[config.mk]
export PLATFORM = sky130hd
export DESIGN_NAME = fir_beat_detector_flat
export DESIGN_NICKNAME = d
export VERILOG_FILES = /design/src/rtl/fir_beat_detector_if.sv /design/src/rtl/fir_beat_detector.sv /design/src/flat_wrapper.sv
export SDC_FILE = /design/constraint.sdc
export NUM_CORES = 1
export LEC_CHECK = 0
export ABC_AREA = 1
export BUFFER_PORTS_ARGS = -buffer_cell sky130_fd_sc_hd__buf_2
export CAP_MARGIN = 30
export CORE_MARGIN = 2
export CORE_UTILIZATION = 41
export CTS_CLUSTER_DIAMETER = 30
export DETAILED_ROUTE_END_ITERATION = 12
export PLACE_DENSITY = 0.67
export SLEW_MARGIN = 20
export SYNTH_ARGS = -nofsm -noshare
export SYNTH_HDL_FRONTEND = slang
export SYNTH_SLANG_ARGS = --single-unit
[constraint.sdc]
create_clock -name clk -period 8.7 [get_ports clk]
set_input_delay 0.435 -clock clk [delete_from_list [all_inputs] [get_ports clk]]
set_output_delay 0.435 -clock clk [all_outputs]
set_load 0.03 [all_outputs]
[src/rtl/fir_beat_detector_if.sv]
// fir_beat_detector_if
//   Bundles the sample stream coming from the FIR filter and the beat report
//   produced by fir_beat_detector.
//   master : drives sample_valid/sample and observes the beat report
//   slave  : consumes samples and drives beat, interval, interval_valid,
//            amplitude and no_signal
interface fir_beat_detector_if #(
    parameter int DATA_W = 20,
    parameter int CNT_W  = 16
);
    logic              sample_valid;
    logic [DATA_W-1:0] sample;
    logic              beat;
    logic [CNT_W-1:0]  interval;
    logic              interval_valid;
    logic [DATA_W-1:0] amplitude;
    logic              no_signal;

    modport master (
        output sample_valid, sample,
        input  beat, interval, interval_valid, amplitude, no_signal
    );

    modport slave (
        input  sample_valid, sample,
        output beat, interval, interval_valid, amplitude, no_signal
    );
endinterface

[src/rtl/fir_beat_detector.sv]
// fir_beat_detector
//   Peak detector for the pulse-oximetry FIR output stream. Alternates between
//   tracking a maximum (RISING) and a minimum (FALLING); an extremum is only
//   confirmed once the signal has moved HYST LSBs away from it. Each confirmed
//   peak outside the refractory window is reported as a beat together with the
//   number of accepted samples since the previous beat and the peak-to-trough
//   amplitude.
//   Ports:
//     clk  - rising-edge clock
//     rst  - asynchronous active-high reset
//     bus  - slave side of fir_beat_detector_if (sample in, beat report out)
module fir_beat_detector #(
    parameter int DATA_W  = 20,
    parameter int CNT_W   = 16,
    parameter int HYST    = 64,
    parameter int REFRACT = 50,
    parameter int TIMEOUT = 1000
) (
    input  logic                 clk,
    input  logic                 rst,
    fir_beat_detector_if.slave   bus
);

    typedef enum logic {
        RISING  = 1'b0,
        FALLING = 1'b1
    } state_t;

    // Hysteresis arithmetic is done one bit wider so neither peak-HYST nor
    // trough+HYST can wrap around.
    localparam logic [DATA_W:0]  HYST_EXT  = (DATA_W+1)'(HYST);
    localparam logic [CNT_W-1:0] REFRACT_C = CNT_W'(REFRACT);
    localparam logic [CNT_W-1:0] TIMEOUT_C = CNT_W'(TIMEOUT);

    state_t            state_q, state_d;
    logic [DATA_W-1:0] peak_q, peak_d;
    logic [DATA_W-1:0] trough_q, trough_d;
    logic [CNT_W-1:0]  cnt_q, cnt_d;
    logic              have_ref_q, have_ref_d;
    logic              no_signal_q, no_signal_d;
    logic              beat_q, beat_d;
    logic [CNT_W-1:0]  interval_q, interval_d;
    logic              interval_valid_q, interval_valid_d;
    logic [DATA_W-1:0] amplitude_q, amplitude_d;

    logic [DATA_W:0]   sample_ext;
    logic [DATA_W:0]   peak_ext;
    logic [DATA_W:0]   peak_drop;
    logic [DATA_W:0]   trough_rise;
    logic [CNT_W-1:0]  cnt_inc;
    logic              sample_above_peak;
    logic              sample_below_trough;
    logic              peak_ge_hyst;
    logic              sample_le_drop;
    logic              sample_ge_rise;
    logic              refract_ok;
    logic              peak_confirm;
    logic              trough_confirm;
    logic              report;

    // Shared comparisons
    assign sample_ext          = {1'b0, bus.sample};
    assign peak_ext            = {1'b0, peak_q};
    assign peak_drop           = peak_ext - HYST_EXT;
    assign trough_rise         = {1'b0, trough_q} + HYST_EXT;
    assign sample_above_peak   = bus.sample > peak_q;
    assign sample_below_trough = bus.sample < trough_q;
    // peak_drop is only meaningful when it did not borrow, hence peak_ge_hyst.
    assign peak_ge_hyst        = peak_ext >= HYST_EXT;
    assign sample_le_drop      = sample_ext <= peak_drop;
    assign sample_ge_rise      = sample_ext >= trough_rise;
    assign cnt_inc             = (cnt_q == {CNT_W{1'b1}}) ? cnt_q : cnt_q + CNT_W'(1);
    assign refract_ok          = cnt_inc >= REFRACT_C;

    // State register
    always_ff @(posedge clk or posedge rst) begin
        if (rst) begin
            state_q          <= RISING;
            peak_q           <= '0;
            trough_q         <= '0;
            cnt_q            <= '0;
            have_ref_q       <= 1'b0;
            no_signal_q      <= 1'b0;
            beat_q           <= 1'b0;
            interval_q       <= '0;
            interval_valid_q <= 1'b0;
            amplitude_q      <= '0;
        end else begin
            state_q          <= state_d;
            peak_q           <= peak_d;
            trough_q         <= trough_d;
            cnt_q            <= cnt_d;
            have_ref_q       <= have_ref_d;
            no_signal_q      <= no_signal_d;
            beat_q           <= beat_d;
            interval_q       <= interval_d;
            interval_valid_q <= interval_valid_d;
            amplitude_q      <= amplitude_d;
        end
    end

    // Next-state logic: extremum confirmation and beat decision
    always_comb begin
        state_d        = state_q;
        peak_confirm   = 1'b0;
        trough_confirm = 1'b0;
        report         = 1'b0;
        if (bus.sample_valid) begin
            if (state_q == RISING) begin
                if (!sample_above_peak && peak_ge_hyst && sample_le_drop) begin
                    peak_confirm = 1'b1;
                    state_d      = FALLING;
                    // After a timeout the refractory window no longer applies.
                    report       = refract_ok | ~have_ref_q | no_signal_q;
                end
            end else begin
                if (!sample_below_trough && sample_ge_rise) begin
                    trough_confirm = 1'b1;
                    state_d        = RISING;
                end
            end
        end
    end

    // Output/datapath logic: extremum tracking, counter and beat report
    always_comb begin
        peak_d           = peak_q;
        trough_d         = trough_q;
        cnt_d            = cnt_q;
        have_ref_d       = have_ref_q;
        no_signal_d      = no_signal_q;
        beat_d           = 1'b0;
        interval_d       = interval_q;
        interval_valid_d = 1'b0;
        amplitude_d      = amplitude_q;
        if (bus.sample_valid) begin
            cnt_d = cnt_inc;
            if (state_q == RISING) begin
                if (sample_above_peak) begin
                    peak_d = bus.sample;
                end
                // A suppressed peak still restarts trough tracking.
                if (peak_confirm) begin
                    trough_d = bus.sample;
                end
            end else begin
                if (sample_below_trough) begin
                    trough_d = bus.sample;
                end
                if (trough_confirm) begin
                    peak_d = bus.sample;
                end
            end
            if (report) begin
                beat_d           = 1'b1;
                // trough_q is still the trough that preceded this peak.
                amplitude_d      = peak_q - trough_q;
                interval_d       = cnt_inc;
                interval_valid_d = have_ref_q & ~no_signal_q;
                cnt_d            = '0;
                have_ref_d       = 1'b1;
                no_signal_d      = 1'b0;
            end else if (cnt_inc >= TIMEOUT_C) begin
                no_signal_d = 1'b1;
            end
        end
    end

    assign bus.beat           = beat_q;
    assign bus.interval       = interval_q;
    assign bus.interval_valid = interval_valid_q;
    assign bus.amplitude      = amplitude_q;
    assign bus.no_signal      = no_signal_q;

endmodule

[src/flat_wrapper.sv]
// flat-port wrapper written by rule: the top's interface ports become plain ports
module fir_beat_detector_flat 
#(
    parameter int DATA_W  = 20,
    parameter int CNT_W   = 16,
    parameter int HYST    = 64,
    parameter int REFRACT = 50,
    parameter int TIMEOUT = 1000
)
  (clk, rst, bus_sample_valid, bus_sample, bus_beat, bus_interval, bus_interval_valid, bus_amplitude, bus_no_signal);
  fir_beat_detector_if #(.DATA_W(DATA_W), .CNT_W(CNT_W)) bus_i ();
  input  logic clk;
  input  logic rst;
  input wire logic [$bits(bus_i.sample_valid)-1:0] bus_sample_valid;
  input wire logic [$bits(bus_i.sample)-1:0] bus_sample;
  output wire logic [$bits(bus_i.beat)-1:0] bus_beat;
  output wire logic [$bits(bus_i.interval)-1:0] bus_interval;
  output wire logic [$bits(bus_i.interval_valid)-1:0] bus_interval_valid;
  output wire logic [$bits(bus_i.amplitude)-1:0] bus_amplitude;
  output wire logic [$bits(bus_i.no_signal)-1:0] bus_no_signal;
  assign bus_i.sample_valid = bus_sample_valid;
  assign bus_i.sample = bus_sample;
  assign bus_beat = bus_i.beat;
  assign bus_interval = bus_i.interval;
  assign bus_interval_valid = bus_i.interval_valid;
  assign bus_amplitude = bus_i.amplitude;
  assign bus_no_signal = bus_i.no_signal;
  fir_beat_detector #(.DATA_W(DATA_W), .CNT_W(CNT_W), .HYST(HYST), .REFRACT(REFRACT), .TIMEOUT(TIMEOUT)) u_core (.clk(clk), .rst(rst), .bus(bus_i));
endmodule
=== After elaboration in Yosys (flattened, before gate mapping) ===
Index checks and enable logic that the tools add are counted.

* Register bits after elaboration: 97
* Input port bits: 23
* Output and inout port bits: 39
* Word-level logic and storage cells: 66

* Add/subtract/negate cells: 4
* Magnitude comparators: 7
* Equal/unequal tests: 3
* Multiplexer cells: 25
* Bitwise logic cells: 5
* Reductions and logical operators: 12

{| class="wikitable"
|+ Operators by type and width
! kind !! number
|-
| $mux W20 || 6
|-
| $mux W16 || 2
|-
| $add A20 B7 Y21 const B || 1
|-
| $ge A20 B21 Y1 || 1
|-
| $le A20 B21 Y1 || 1
|-
| $sub A20 B7 Y21 const B || 1
|-
| $ge A20 B7 Y1 const B || 1
|-
| $gt A20 B20 Y1 || 1
|-
| $lt A20 B20 Y1 || 1
|-
| $sub A20 B20 Y20 || 1
|-
| $mux W1 || 17
|-
| $add A16 B1 Y16 const B || 1
|-
| $eq A16 B16 Y1 const B || 1
|-
| $ge A16 B10 Y1 const B || 1
|-
| $ge A16 B6 Y1 const B || 1
|-
| $reduce_and A3 Y1 || 2
|-
| $reduce_bool A2 Y1 || 3
|-
| $ne A2 B2 Y1 const B || 2
|-
| $reduce_and A2 Y1 || 2
|-
| $logic_and A1 B1 Y1 || 3
|-
| $logic_not A1 Y1 || 2
|-
| $not A1 Y1 || 2
|-
| $or A1 B1 Y1 || 2
|-
| $and A1 B1 Y1 || 1
|}

=== Depth between registers and ports, before layout ===
Gate-level depths: netlist of the first run.

* Word-level depth: 10
* Gate-level depth with buffers: 25
* Depth with buffers taken out: 24

=== Worst setup path before layout of the first run ===
Ideal clock, no wire load.

* Path type: reg2reg
* From: reg u_core.peak_q[8]
* To: reg u_core.amplitude_q[0], in the netlist u_core.bus.amplitude[0]
* Library setup time: 118 ps
* Arrival: 3016 ps
* Required time: 8582 ps
* Path slack: 5566 ps
* Cell stages (with the launch flop): 25
* Path buffers: 1
* Period minus slack after synthesis: 3134 ps
* Cells stage by stage: dfrtp_1 > inv_1 > nand2_1 > nor2_1 > nand3_1 > nor2_1 > inv_1 > nor4_1 > nand2_1 > xor2_1 > inv_1 > ha_1 > inv_1 > nor2_1 > nor3b_1 > nand2_1 > inv_1 > nand3_1 > nand2_1 > nand3_1 > inv_2 > nand2_8 > buf_6 > nand2_1 > nand2_1

* Word-level cells in the longest chain between the ends: 8
* Elaborated cells on any way between the ends: 11
* Those cells by class: 1 x add/sub; 3 x order compare; 3 x mux; 4 x reduce/logical

{| class="wikitable"
|+ Ends and longest elaborated chain
! item !! RTL line !! RTL
|-
| start, declared || fir_beat_detector.sv:36 || <nowiki>logic [DATA_W-1:0] peak_q, peak_d;</nowiki>
|-
| start signal, assigned || fir_beat_detector.sv:90 || <nowiki>peak_q <= peak_d;</nowiki>
|-
| parallel branches: the longest is 3 deep, another holds $sub A20 B7 Y21 || n/a ||
|-
| $logic_and A1 B1 Y1 * || fir_beat_detector.sv:110 || <nowiki>if (!sample_above_peak && peak_ge_hyst && sample_le_drop) begin</nowiki>
|-
| $mux W1 * || fir_beat_detector.sv:110 ||
|-
| $mux W1 * || fir_beat_detector.sv:109 || <nowiki>if (state_q == RISING) begin</nowiki>
|-
| $mux W1 * || fir_beat_detector.sv:108 || <nowiki>if (bus.sample_valid) begin</nowiki>
|-
| $reduce_and A2 Y1 (no line) * || n/a ||
|-
| end signal, assigned || fir_beat_detector.sv:98 || <nowiki>amplitude_q <= amplitude_d;</nowiki>
|-
| end, declared || fir_beat_detector.sv:44 || <nowiki>logic [DATA_W-1:0] amplitude_q, amplitude_d;</nowiki>
|}

Mark *: on every way between the ends.
A chain may end at the register's enable or synchronous reset.

=== Final worst setup path of the first run ===
* From: reg u_core.peak_q[8]
* To: reg u_core.trough_q[18]

* Word-level cells in the longest chain between the ends: 9
* Elaborated cells on any way between the ends: 12
* Those cells by class: 1 x add/sub; 3 x order compare; 3 x mux; 5 x reduce/logical

{| class="wikitable"
|+ Ends and longest elaborated chain
! item !! RTL line !! RTL
|-
| parallel branches: the longest is 3 deep, another holds $sub A20 B7 Y21 || n/a ||
|-
| $logic_and A1 B1 Y1 * || fir_beat_detector.sv:110 ||
|-
| $mux W1 * || fir_beat_detector.sv:110 ||
|-
| $mux W1 * || fir_beat_detector.sv:109 ||
|-
| $mux W1 * || fir_beat_detector.sv:108 ||
|-
| $reduce_bool A2 Y1 (no line) * || n/a ||
|-
| $reduce_and A3 Y1 (no line) * || n/a ||
|-
| end signal, assigned || fir_beat_detector.sv:91 || <nowiki>trough_q <= trough_d;</nowiki>
|-
| end, declared || fir_beat_detector.sv:37 || <nowiki>logic [DATA_W-1:0] trough_q, trough_d;</nowiki>
|}

Marked as above.

==> results by group, run 1 <==
Layout
  – Final Net Count: 1,303
  – Area growth from synthesis to layout: 9.98%
  – Post-route design area: 8740 um2
  – FILL cells: 1,991
  – Layout cells sized above 1: 0.0831

GRT
  – Initial antenna violation count: 0
  – Largest net degree at the start of global routing: 70
  – GRT Total Usage: 0.212
  – Grt ovf: 0
  – Global-route wire length before repair: 34.6 mm
  – Vias in the first global route: 7,166

Setup path
  – Crit-path cells: inv_1, nand2_1, nor2_1, nand3_1, nor2_1, inv_1, nor4_1, nand2_1, xor2_1, inv_1, ha_1, inv_1, nor2_1, nor3b_1, nand2_1, inv_1, nand3_1, nand2_1, nand3_1, nand2_1, nand2_1, nand2_1, nand2_1
  – Critical path class: register to register
  – Sum of buffers and inverters on the critical path: 5
  – Critical path required time: 8.94 ns
  – Max stage delay on crit path: 0.59 ns
  – Crit-path slowest cell: nand2_1
  – CP most frequent cell: nand2_1
  – Worst EP arrival: 4.73 ns
  – Worst setup EP type: register
  – Cell family with most CP delay: simple AND/OR/NAND/NOR gates
  – Startpoint types: register
  – CP Max Fanout: 21

STA
  – Final hold vios: 0
  – Slew @ Worst Pin: 0.933 ns
  – RSZ-0062 raised after global routing: no
  – Fmax: 223 MHz
  – Final clock skew: 0.0119 ns
  – Minimum clock period: 4.48 ns
  – Tcrit/Tclk final: 0.515
  – Worst relative slew slack: 0.377
  – Final setup fails: 0
  – Final worst slack: 4.22 ns
  – Setup total negative slack: 0 ns
  – Final slew viol count: 0

Yosys
  – Synth Register Bits: 97
  – Post-synth cell types: 36
  – Yosys warnings: 0
  – Post-synth net total: 1,256
  – Synth Cell Area: 7950 um2
  – Syn avg cell area: 6.97 um2
  – Post-synthesis sequential area ratio: 0.305
  – Post-Synthesis Cells: 1,141

Place
  – Post-DP Area: 8430 um2
  – Routability cong.: 0.929
  – Port bufs: 61
  – HPWL Detailed: 16.2 mm
  – Post-Place Worst Slack: 4.29 ns

Clock network
  – Clock Sinks: 97
  – Worst-path clk slew: 0.07 ns
  – # hold bufs at CTS: 0
  – Max Buffers Root-to-Sink: 2
  – Root Driver: clkbuf_16
  – H-tree depth: 3
  – CTS tree: built
  – Clock Latency Late Sink: 0.36 ns
  – Post-CTS Setup Inserts: 0
  – TritonCTS Buffers: 9
  – PostCTS Resize Cnt: 0

Route
  – Starting DRT DRC Count: 339
  – Final wirelength: 20.7 mm
  – DR WL/cell: 14.3 um
  – Antenna-violating nets left: 0
  – DRT Pass-1 Iters: 4
  – Via/cell ratio: 5.08
  – DRC Markers: 0
  – Vias: 7,388

Power and ir drop
  – Pwr Total: 3.21 mW
  – Worst vdd ir: 0.137 mV
  – Pleak: 4.75 nW
  – Power Density: 367 nW/um2

Worst hold path
  – Type of the tightest min-delay check: primary input to async pin

Floorplanning
  – FP Rows: 50
  – Initial Util: 0.421
  – Io pins: 62
  – Core area: 18,900 um2
  – Die Y: 143 um
  – Die area: 20,500 um2
  – Die Width: 143 um

Status
  – Status: complete, no violations

Job
  – Maxcap violations: 0
-- final timing paths --
path	start	end	slack, ns	cells past startpoint
max in group asynchronous	rst	u_core.trough_q[19]	7.71	4
min	rst	u_core.bus.interval[14]	0.05	2
max	u_core.peak_q[8]	u_core.trough_q[18]	4.22	23
max reg2reg	u_core.peak_q[8]	u_core.trough_q[18]	4.22	23
min in group clk	bus_sample[0]	u_core.peak_q[0]	0.37	3
min reg2reg	u_core.have_ref_q	u_core.have_ref_q	0.46	2
-- through the flow --
stage,cells,hold slack (ns),utilization
3_3_place_gp,1436,0.438,0.446
6_report,1453,0.0459,0.463
3_5_place_dp,1436,0.441,0.446
4_1_cts,1451,0.0525,0.461
5_1_grt,1452,0.0734,0.463
2_1_floorplan,1141,0.421,-
-- placed cells by master (no fill, tap or decap), types with 4 or more instances in the layout --
cell type   Yosys  layout
a21oi_1        51      51
nand3b_1       11      11
xor2_1         38      38
nand2_1       384     384
inv_1         125     124
nor2_2          5       5
o21ai_0        25      25
o21bai_1        5       5
ha_1           91      91
dfrtp_1        97      97
buf_2          10      61
xnor2_1         7       7
nand4_1        18      18
clkbuf_16       0       9
nor3_1         18      18
nor2_1         86      86
nand3_1       123     123
clkinvlp_4      0       4
-- power breakdown --
group | total [mW] | internal [mW] | switching (mW) | leakage (nW)
registers | 0.797 | 0.618 | 0.180 | 1.24
logic | 2.02 | 0.706 | 1.32 | 3.39
clock network | 0.386 | 0.196 | 0.190 | 0.124
-- final cells by class --
cell class	instances	area (um2)	area share
well taps	260	325	0.0372
clock inverters	6	52.6	0.00601
multi-input cells	888	4870	0.558
diodes	1	2.50	0.000286
flip-flops and latches	97	2430	0.278
repair buffers	65	355	0.0406
clock buffers	9	225	0.0258
inverters	127	479	0.0548
-- registers in the layout, summed over array words and instances, names as in the netlist --
name and flops:
u_core.cnt_q 16, u_core.bus.interval 16, u_core.bus.no_signal 1, u_core.bus.amplitude 20
u_core.bus.beat 1, u_core.peak_q 20, u_core.trough_q 20, u_core.have_ref_q 1
u_core.state_q 1, u_core.bus.interval_valid 1
-- logic make-up (layout without fill, tap and decap cells) --
kind of cell               Yosys count  count (layout)  share of synthesized area
and+or+nand+nor                    658             658                      0.354
AOI/OAI and AO/OA                   93              93                     0.0636
other                                0               1                          0
xor gates and xnor gates            45              45                     0.0496
buffers and inverters              156             207                     0.0814
DFF                                 97              97                      0.305
adders and majority gates           92              92                      0.146
-- worst reg2reg max path: cells and delay by family (launching register included) --
kind | cells | cell delay [ns]
buf+inv | 5 | 0.36
flops | 1 | 0.44
simple gates | 16 | 3.13
fa+ha+maj | 1 | 0.26
xor+xnor | 1 | 0.16
-- synthesized netlist by cell type, drive strengths merged --
cell type    n  area share
a21boi       2      0.0019
a21o         3      0.0028
a21oi       51       0.032
a31oi        2      0.0016
buf         19       0.017
clkbuf      10      0.0047
dfrtp       97        0.31
fa           1      0.0025
ha          91        0.14
inv        127       0.060
nand2      388        0.19
nand3      127       0.083
nand3b      11       0.010
nand4       18       0.014
nor2        91       0.045
nor3        18       0.011
nor3b        2      0.0019
nor4         2      0.0016
o211ai       1     0.00094
o21a         1     0.00094
o21ai       28       0.019
o21bai       5      0.0047
or2          1     0.00079
xnor2        7      0.0077
xor2        38       0.042
-- routing by layer --
layer / track usage / part of all wire / vias to the layer above / wire (um)
li1: - / - / 3795 / -
met1: 0.274 / 0.47 / 3394 / 9740
met2: 0.356 / 0.46 / 152 / 9510
met3: 0.0372 / 0.039 / 47 / 818
met4: 0.0764 / 0.032 / 0 / 656
met5: 0 / 0 / - / 0
Power figures use the tool's default switching activity.
==> run 2, diff against run 1 <==
--- a/config.mk
+++ b/config.mk
@@ -12,7 +12,7 @@
 export CORE_UTILIZATION = 41
 export CTS_CLUSTER_DIAMETER = 30
 export DETAILED_ROUTE_END_ITERATION = 12
-export PLACE_DENSITY = 0.67
+export PLACE_DENSITY = 0.69
 export SLEW_MARGIN = 20
 export SYNTH_ARGS = -nofsm -noshare
 export SYNTH_HDL_FRONTEND = slang
==> constraint.sdc (replaced) <==
create_clock -name clk -period 4.05 [get_ports clk]
set_input_delay 0.2025 -clock clk [delete_from_list [all_inputs] [get_ports clk]]
set_output_delay 0.2025 -clock clk [all_outputs]
set_load 0.03 [all_outputs]
==> run 2 against run 1 <==
Compared with the run above:
- combinational power rose by 120%
- largest cell class unchanged
- non-clock buffer count rose by 8
- worst hold slack improved by 0.087 ns
- clock power rose by 130%
- critical path depth rose by 1
==> results by group, run 2 (synthesis gave the netlist of run 1 again) <==
Status
  – Status: complete, no violations (unchanged)

Layout
  – Commonest non-fill, non-tap cell in the layout: nand2_1 (unchanged)
  – Area growth from synthesis to layout: 11.5% (was 9.98%)
  – Layout cells sized above 1: 0.0899 (was 0.0831)
  – FILL cells: 1,973 (was 1,991)
  – Final Net Count: 1,312 (was 1,303)
  – Ant diodes: 0 (was 1)
  – Most frequent cells in the layout: nand2_1 (384), inv_1 (124), nand3_1 (123), dfrtp_1 (97), ha_1 (91) (unchanged)

STA
  – Slew @ Worst Pin: 0.632 ns (was 0.933 ns)
  – Final slew viol count: 0 (unchanged)
  – RSZ-0062 raised after global routing: no (unchanged)
  – Final clock skew: 0.00713 ns (was 0.0119 ns)
  – Final hold vios: 0 (unchanged)
  – Tcrit/Tclk final: 0.899 (was 0.515)
  – Minimum clock period: 3.64 ns (was 4.48 ns)
  – Fmax: 275 MHz (was 223 MHz)
  – Setup total negative slack: 0 ns (unchanged)
  – Final worst slack: 0.410 ns (was 4.22 ns)
  – Final setup fails: 0 (unchanged)
  – Worst relative slew slack: 0.575 (was 0.377)

Clock network
  – Clock Sinks: 97 (unchanged)
  – Root Driver: clkbuf_16 (unchanged)
  – Worst-path clk slew: 0.07 ns (about the same)
  – TritonCTS Buffers: 9 (unchanged)
  – Max Buffers Root-to-Sink: 2 (unchanged)
  – Post-CTS Setup Inserts: 0 (unchanged)
  – Clock Latency Late Sink: 0.35 ns (was 0.36 ns)
  – H-tree depth: 3 (unchanged)
  – CTS tree: built (unchanged)

Route
  – DR WL/cell: 14.2 um (was 14.3 um)
  – DRT Pass-1 Iters: 4 (unchanged)
  – Final wirelength: 20.8 mm (was 20.7 mm)
  – DRC Markers: 0 (unchanged)
  – Vias: 7,417 (was 7,388)
  – Starting DRT DRC Count: 423 (was 339)
  – Antenna-violating nets left: 0 (unchanged)
  – Via/cell ratio: 5.08 (about the same)

Place
  – Routability cong.: 0.894 (was 0.929)
  – HPWL Detailed: 16.0 mm (was 16.2 mm)
  – Post-Place Worst Slack: 0.145 ns (was 4.29 ns)
  – Port bufs: 61 (unchanged)

Floorplanning
  – Die Y: 143 um (unchanged)
  – Die Width: 143 um (unchanged)
  – FP Rows: 50 (unchanged)
  – Initial Util: 0.421 (unchanged)
  – Io pins: 62 (unchanged)
  – Die area: 20,500 um2 (unchanged)
  – Core area: 18,900 um2 (unchanged)

Setup path
  – Worst EP arrival: 3.88 ns (was 4.73 ns)
  – Critical path class: register to register (unchanged)
  – Critical path required time: 4.29 ns (was 8.94 ns)
  – Startpoint types: register (unchanged)
  – CP Max Fanout: 22 (was 21)
  – Worst setup EP type: register (unchanged)

GRT
  – Global-route wire length before repair: 34.8 mm (was 34.6 mm)
  – Initial antenna violation count: 0 (unchanged)
  – Grt ovf: 0 (unchanged)
  – Grt peak-use layer: met2 (unchanged)
  – Vias in the first global route: 7,175 (was 7,166)
  – Largest net degree at the start of global routing: 73 (was 70)
  – GRT Total Usage: 0.213 (was 0.212)
  – M2 GR Usage: 0.357 (was 0.356)
  – GR Util met3: 0.0302 (was 0.0372)
  – GR Util met1: 0.279 (was 0.274)

Power and ir drop
  – Pwr Total: 6.98 mW (was 3.21 mW)
  – Power Density: 788 nW/um2 (was 367 nW/um2)
  – Pleak: 4.81 nW (was 4.75 nW)
  – Worst vdd ir: 0.320 mV (was 0.137 mV)

Worst hold path
  – Type of the tightest min-delay check: primary input to register (was primary input to async pin)

Job
  – Maxcap violations: 0 (unchanged)
## run 2: cell count changes in the layout (fill, tap and decap cells not counted), sizes merged
cell and change:
buf +7, bufinv +1, clkbuf +1, clkinv +3
clkinvlp -3, diode -1, dlygate4sd3 +1, inv -2
nand2 +1
## run 2: area by class of cell
class | count | area (um2) | share of cell area
inverters | 127 | 484 | 0.0546
multi-input cells | 889 | 4900 | 0.553
flip-flops and latches | 97 | 2430 | 0.274
well taps | 260 | 325 | 0.0367
clock inverters | 5 | 63.8 | 0.00720
repair buffers | 73 | 423 | 0.0477
clock buffers | 10 | 239 | 0.0270
## run 2: through the flow
step | std cells | instance area [um2] | util | hold WS [ns]
floorplan | 1141 | 7950 | - | 0.347
global placement | 1443 | 8500 | 0.450 | 0.438
detailed placement | 1443 | 8500 | 0.450 | 0.441
CTS | 1458 | 8800 | 0.466 | 0.0711
global route | 1461 | 8860 | 0.469 | 0.155
finish | 1461 | 8860 | 0.469 | 0.133
## run 2: path summary, 6_finish.rpt
check | from | end | slack [ns] | cells after the start
max reg2reg | u_core.peak_q[8] | u_core.bus.interval[0] | 0.41 | 24
min | bus_sample[0] | u_core.trough_q[0] | 0.13 | 3
min reg2reg | u_core.have_ref_q | u_core.have_ref_q | 0.45 | 2
max in group asynchronous | rst | u_core.peak_q[12] | 2.93 | 4
max | u_core.peak_q[8] | u_core.bus.interval[0] | 0.41 | 24
min in group asynchronous | rst | u_core.bus.amplitude[0] | 0.38 | 3
## run 2: what timing repair did
item / in CTS / in global routing
endpoints found under the hold margin: 0 / 29
resized for setup: 0 / 6
endpoints found under the setup margin: 0 / 56
hold buffers: 0 / 1
## run 2: worst max-delay path: stages (launching register included)
cell and delay (ns):
dfrtp_1 0.44, inv_1 0.13, nand2_1 0.06, nor2_1 0.15, nand3_1 0.11, nor2_1 0.14
inv_1 0.08, nor4_2 0.27, nand2_1 0.12, xor2_1 0.17, inv_1 0.06, ha_1 0.27
inv_1 0.03, nor2_1 0.11, nor3b_1 0.21, nand2_1 0.08, inv_1 0.07, nand2_1 0.05
nand2_1 0.05, nand2_1 0.05, nand3_1 0.22, clkinv_4 0.25, buf_12 0.23, nand3b_1 0.10
nand2_1 0.08
## run 2: layer usage
metal  vias to the layer above  share of wire
li1                       3804              -
met2                       186           0.46
met4                         0          0.027
met5                         -              0
met3                        34          0.041
met1                      3393           0.47
## run 2: where the power goes
part,total (mW),switching [mW],internal [mW]
sequential,1.73,0.400,1.33
combinational,4.37,2.83,1.54
clock,0.881,0.384,0.497
==> run 3, diff against run 2 <==
--- a/config.mk
+++ b/config.mk
@@ -8,6 +8,7 @@
 export ABC_AREA = 1
 export BUFFER_PORTS_ARGS = -buffer_cell sky130_fd_sc_hd__buf_2
 export CAP_MARGIN = 30
+export CORE_ASPECT_RATIO = 1.2
 export CORE_MARGIN = 2
 export CORE_UTILIZATION = 41
 export CTS_CLUSTER_DIAMETER = 30
==> run 3 against run 2 <==
Compared with the run above:
- via count rose by 0.22%
- maximum frequency rose by 3.4%
- routed wire length rose by 0.59%
- critical endpoint is now u_core.peak_q[8]
- the run now ends with negative hold slack left
- die area barely moved
==> results by group, run 3 (synthesis gave the netlist of run 1 again) <==
Clock network
  – Clock Sinks: 97 (unchanged)
  – Worst-path clk slew: 0.07 ns (about the same)
  – Clock Latency Late Sink: 0.37 ns (was 0.35 ns)
  – CTS tree: built (unchanged)
  – Max Buffers Root-to-Sink: 2 (unchanged)
  – Root Driver: clkbuf_16 (unchanged)
  – H-tree depth: 3 (unchanged)
  – TritonCTS Buffers: 9 (unchanged)
  – # hold bufs at CTS: 0 (unchanged)

Setup path
  – Worst setup EP type: register (unchanged)
  – R2r endpoint: u_core.peak_q[8] (was u_core.bus.interval[0])
  – Crit-path slowest cell: nor4_1 (was dfrtp_1)
  – CP most frequent cell: nand2_1 (unchanged)
  – Crit-path cells: ha_1, inv_1, nor4_1, nand3_1, xor2_1, ha_1, a21oi_1, nor2_1, o21ai_0, nand2_1, nor2_1, nand3_1, nand2_1, nand2_1, nand2_1, buf_4, nand2_1, nand2_1 (was inv_1, nand2_1, nor2_1, nand3_1, nor2_1, inv_1, nor4_2, nand2_1, xor2_1, inv_1, ha_1, inv_1, nor2_1, nor3b_1, nand2_1, inv_1, nand2_1, nand2_1, nand2_1, nand3_1, clkinv_4, buf_12, nand3b_1, nand2_1)
  – Reg2Reg Setup Slack: 0.53 ns (was 0.41 ns)
  – R2R depth: 18 (was 24)
  – Worst EP arrival: 3.82 ns (was 3.88 ns)
  – Reg-to-Reg Start: u_core.trough_q[6] (was u_core.peak_q[8])
  – CP Capture Point: u_core.peak_q[8] (was u_core.bus.interval[0])
  – Critical path class: register to register (unchanged)
  – Startpoint types: register (unchanged)
  – CP Max Fanout: 20 (was 22)
  – Critical Path Start: u_core.trough_q[6] (was u_core.peak_q[8])
  – Critical path required time: 4.35 ns (was 4.29 ns)
  – Max stage delay on crit path: 0.59 ns (was 0.44 ns)

GRT
  – Global-route wire length before repair: 34.3 mm (was 34.8 mm)
  – Grt ovf: 0 (unchanged)
  – Initial antenna violation count: 0 (unchanged)
  – GRT Total Usage: 0.206 (was 0.213)
  – Vias in the first global route: 7,092 (was 7,175)
  – Largest net degree at the start of global routing: 66 (was 73)

Route
  – DRT Pass-1 Iters: 5 (was 4)
  – Vias: 7,433 (was 7,417)
  – DR WL/cell: 14.3 um (was 14.2 um)
  – Final wirelength: 20.9 mm (was 20.8 mm)
  – Top Layer Used: met4 (unchanged)
  – Antenna-violating nets left: 0 (unchanged)
  – Starting DRT DRC Count: 533 (was 423)
  – Met3 routed WL: 660 um (was 851 um)
  – Via/cell ratio: 5.10 (was 5.08)
  – DRC Markers: 0 (unchanged)
  – Metal-1 WL: 9.26 mm (was 9.77 mm)
  – Metal2 WL: 10.5 mm (was 9.61 mm)

Floorplanning
  – Die Width: 131 um (was 143 um)
  – Initial Util: 0.420 (was 0.421)
  – FP Rows: 55 (was 50)
  – Io pins: 62 (unchanged)
  – Core area: 18,900 um2 (about the same)
  – Die Y: 157 um (was 143 um)
  – Die area: 20,500 um2 (about the same)

Layout
  – Ant diodes: 0 (unchanged)
  – Final Net Count: 1,312 (unchanged)
  – Commonest non-fill, non-tap cell in the layout: nand2_1 (unchanged)
  – Layout cells sized above 1: 0.0923 (was 0.0899)
  – Finished Layout Cells: 1,458 (was 1,461)
  – Area growth from synthesis to layout: 10.9% (was 11.5%)
  – Core Util, Final: 0.466 (was 0.469)
  – Most frequent cells in the layout: nand2_1 (384), inv_1 (124), nand3_1 (122), dfrtp_1 (97), ha_1 (91) (was nand2_1 (384), inv_1 (124), nand3_1 (123), dfrtp_1 (97), ha_1 (91))

Place
  – Routability cong.: 0.904 (was 0.894)
  – Post-Place Cells: 1,440 (was 1,443)
  – HPWL Detailed: 16.2 mm (was 16.0 mm)
  – Port bufs: 61 (unchanged)

STA
  – Final setup fails: 0 (unchanged)
  – Final slew viol count: 0 (unchanged)
  – Setup total negative slack: 0 ns (unchanged)
  – Worst relative slew slack: 0.450 (was 0.575)
  – Final clock skew: 0.0150 ns (was 0.00713 ns)
  – Fmax: 284 MHz (was 275 MHz)
  – Minimum clock period: 3.52 ns (was 3.64 ns)
  – Final hold vios: 10 (was 0)
  – Slew @ Worst Pin: 0.826 ns (was 0.632 ns)
  – RSZ-0062 raised after global routing: no (unchanged)
  – Hold Slack: -0.0145 ns (was 0.133 ns)
  – Tcrit/Tclk final: 0.869 (was 0.899)

Status
  – Failing checks: negative hold slack
  – Status: finished, violations left (was complete, no violations)

Power and ir drop
  – Register share of total power: 0.248 (about the same)
  – Sw Ratio: 0.525 (was 0.518)
  – Psw: 3.65 mW (was 3.61 mW)
  – Power Density: 788 nW/um2 (about the same)
  – Worst vdd ir: 0.370 mV (was 0.320 mV)
  – Comb pwr share: 0.629 (was 0.626)
  – Cell internal pwr: 3.30 mW (was 3.37 mW)
  – Pleak: 4.80 nW (was 4.81 nW)
  – Clk pwr share: 0.123 (was 0.126)

Job
  – Maxcap violations: 0 (unchanged)

Worst hold path
  – Type of the tightest min-delay check: primary input to async pin (was primary input to register)
[run 3: cell types whose count changed in the layout (fill, tap and decap cells not counted)]
cell / before / now
clkbuf_8: 1 / 0
nand3_1: 123 / 122
inv_8: 0 / 1
clkinv_2: 0 / 1
buf_12: 2 / 0
buf_4: 9 / 11
clkinvlp_4: 1 / 2
dlygate4sd3_1: 1 / 0
inv_6: 1 / 3
nand3_2: 3 / 4
clkinv_4: 3 / 2
bufinv_16: 1 / 0
[run 3: how the worst min path moves through the flow]
stage / start / end / slack [ns] / depth (start not counted)
2_1_floorplan: bus_sample[2] / u_core.trough_q[2] / 0.35 / 2
3_3_place_gp: rst / u_core.bus.amplitude[1] / 0.42 / 2
3_5_place_dp: rst / u_core.bus.amplitude[1] / 0.43 / 2
4_1_cts: rst / u_core.cnt_q[2] / 0.05 / 2
5_1_grt: rst / u_core.bus.interval[13] / 0.08 / 2
6_report: rst / u_core.bus.interval[13] / -0.01 / 2
[run 3: stage by stage]
stage / total power [mW] / setup WS [ns] / area (um2)
floorplan: 4.97 / 0.916 / 7950
global placement: 6.02 / 0.269 / 8490
detailed placement: 6.07 / 0.161 / 8490
CTS: 6.94 / 0.144 / 8780
global route: 7.64 / 0.0615 / 8820
finish: 6.95 / 0.530 / 8820
[run 3: layout make-up]
class                           count  area, um2
Multi-Input combinational cell    889       4910
Sequential cell                    97       2430
Timing Repair inverter              1       5.00
Inverter                          127        484
Clock buffer                        9        225
Clock inverter                      7       61.3
Timing Repair Buffer               72        388
Tap cell                          256        320
Fill cell                        1951      10100
[run 3: critical path, delay by kind of cell (launching register included)]
family / cells / cell delay [ns]
AO/OA/AOI/OAI: 2 / 0.29
XOR/XNOR: 1 / 0.19
adder cells (fa/ha/maj): 2 / 0.52
buffers and inverters: 2 / 0.35
flip-flops: 1 / 0.40
AND/OR/NAND/NOR: 11 / 1.72
[run 3: per-layer routing]
metal,global-route usage,vias up
met4,0.0782,0
li1,-,3803
met1,0.253,3452
met5,0,-
met2,0.374,145
met3,0.0207,33
[run 3: power by group through the flow]
stage / registers, mW / logic (mW) / clock network [mW]
4_1_cts: 1.72 / 4.36 / 0.869
3_3_place_gp: 1.73 / 4.28 / 0
5_1_grt: 1.77 / 4.96 / 0.907
6_report: 1.72 / 4.37 / 0.852
2_1_floorplan: 1.86 / 3.11 / 0
3_5_place_dp: 1.73 / 4.34 / 0
[run 3: repair_timing]
action	in CTS	in global routing
setup endpoints to repair	0	76
resized for setup	0	7
setup buffers	0	0
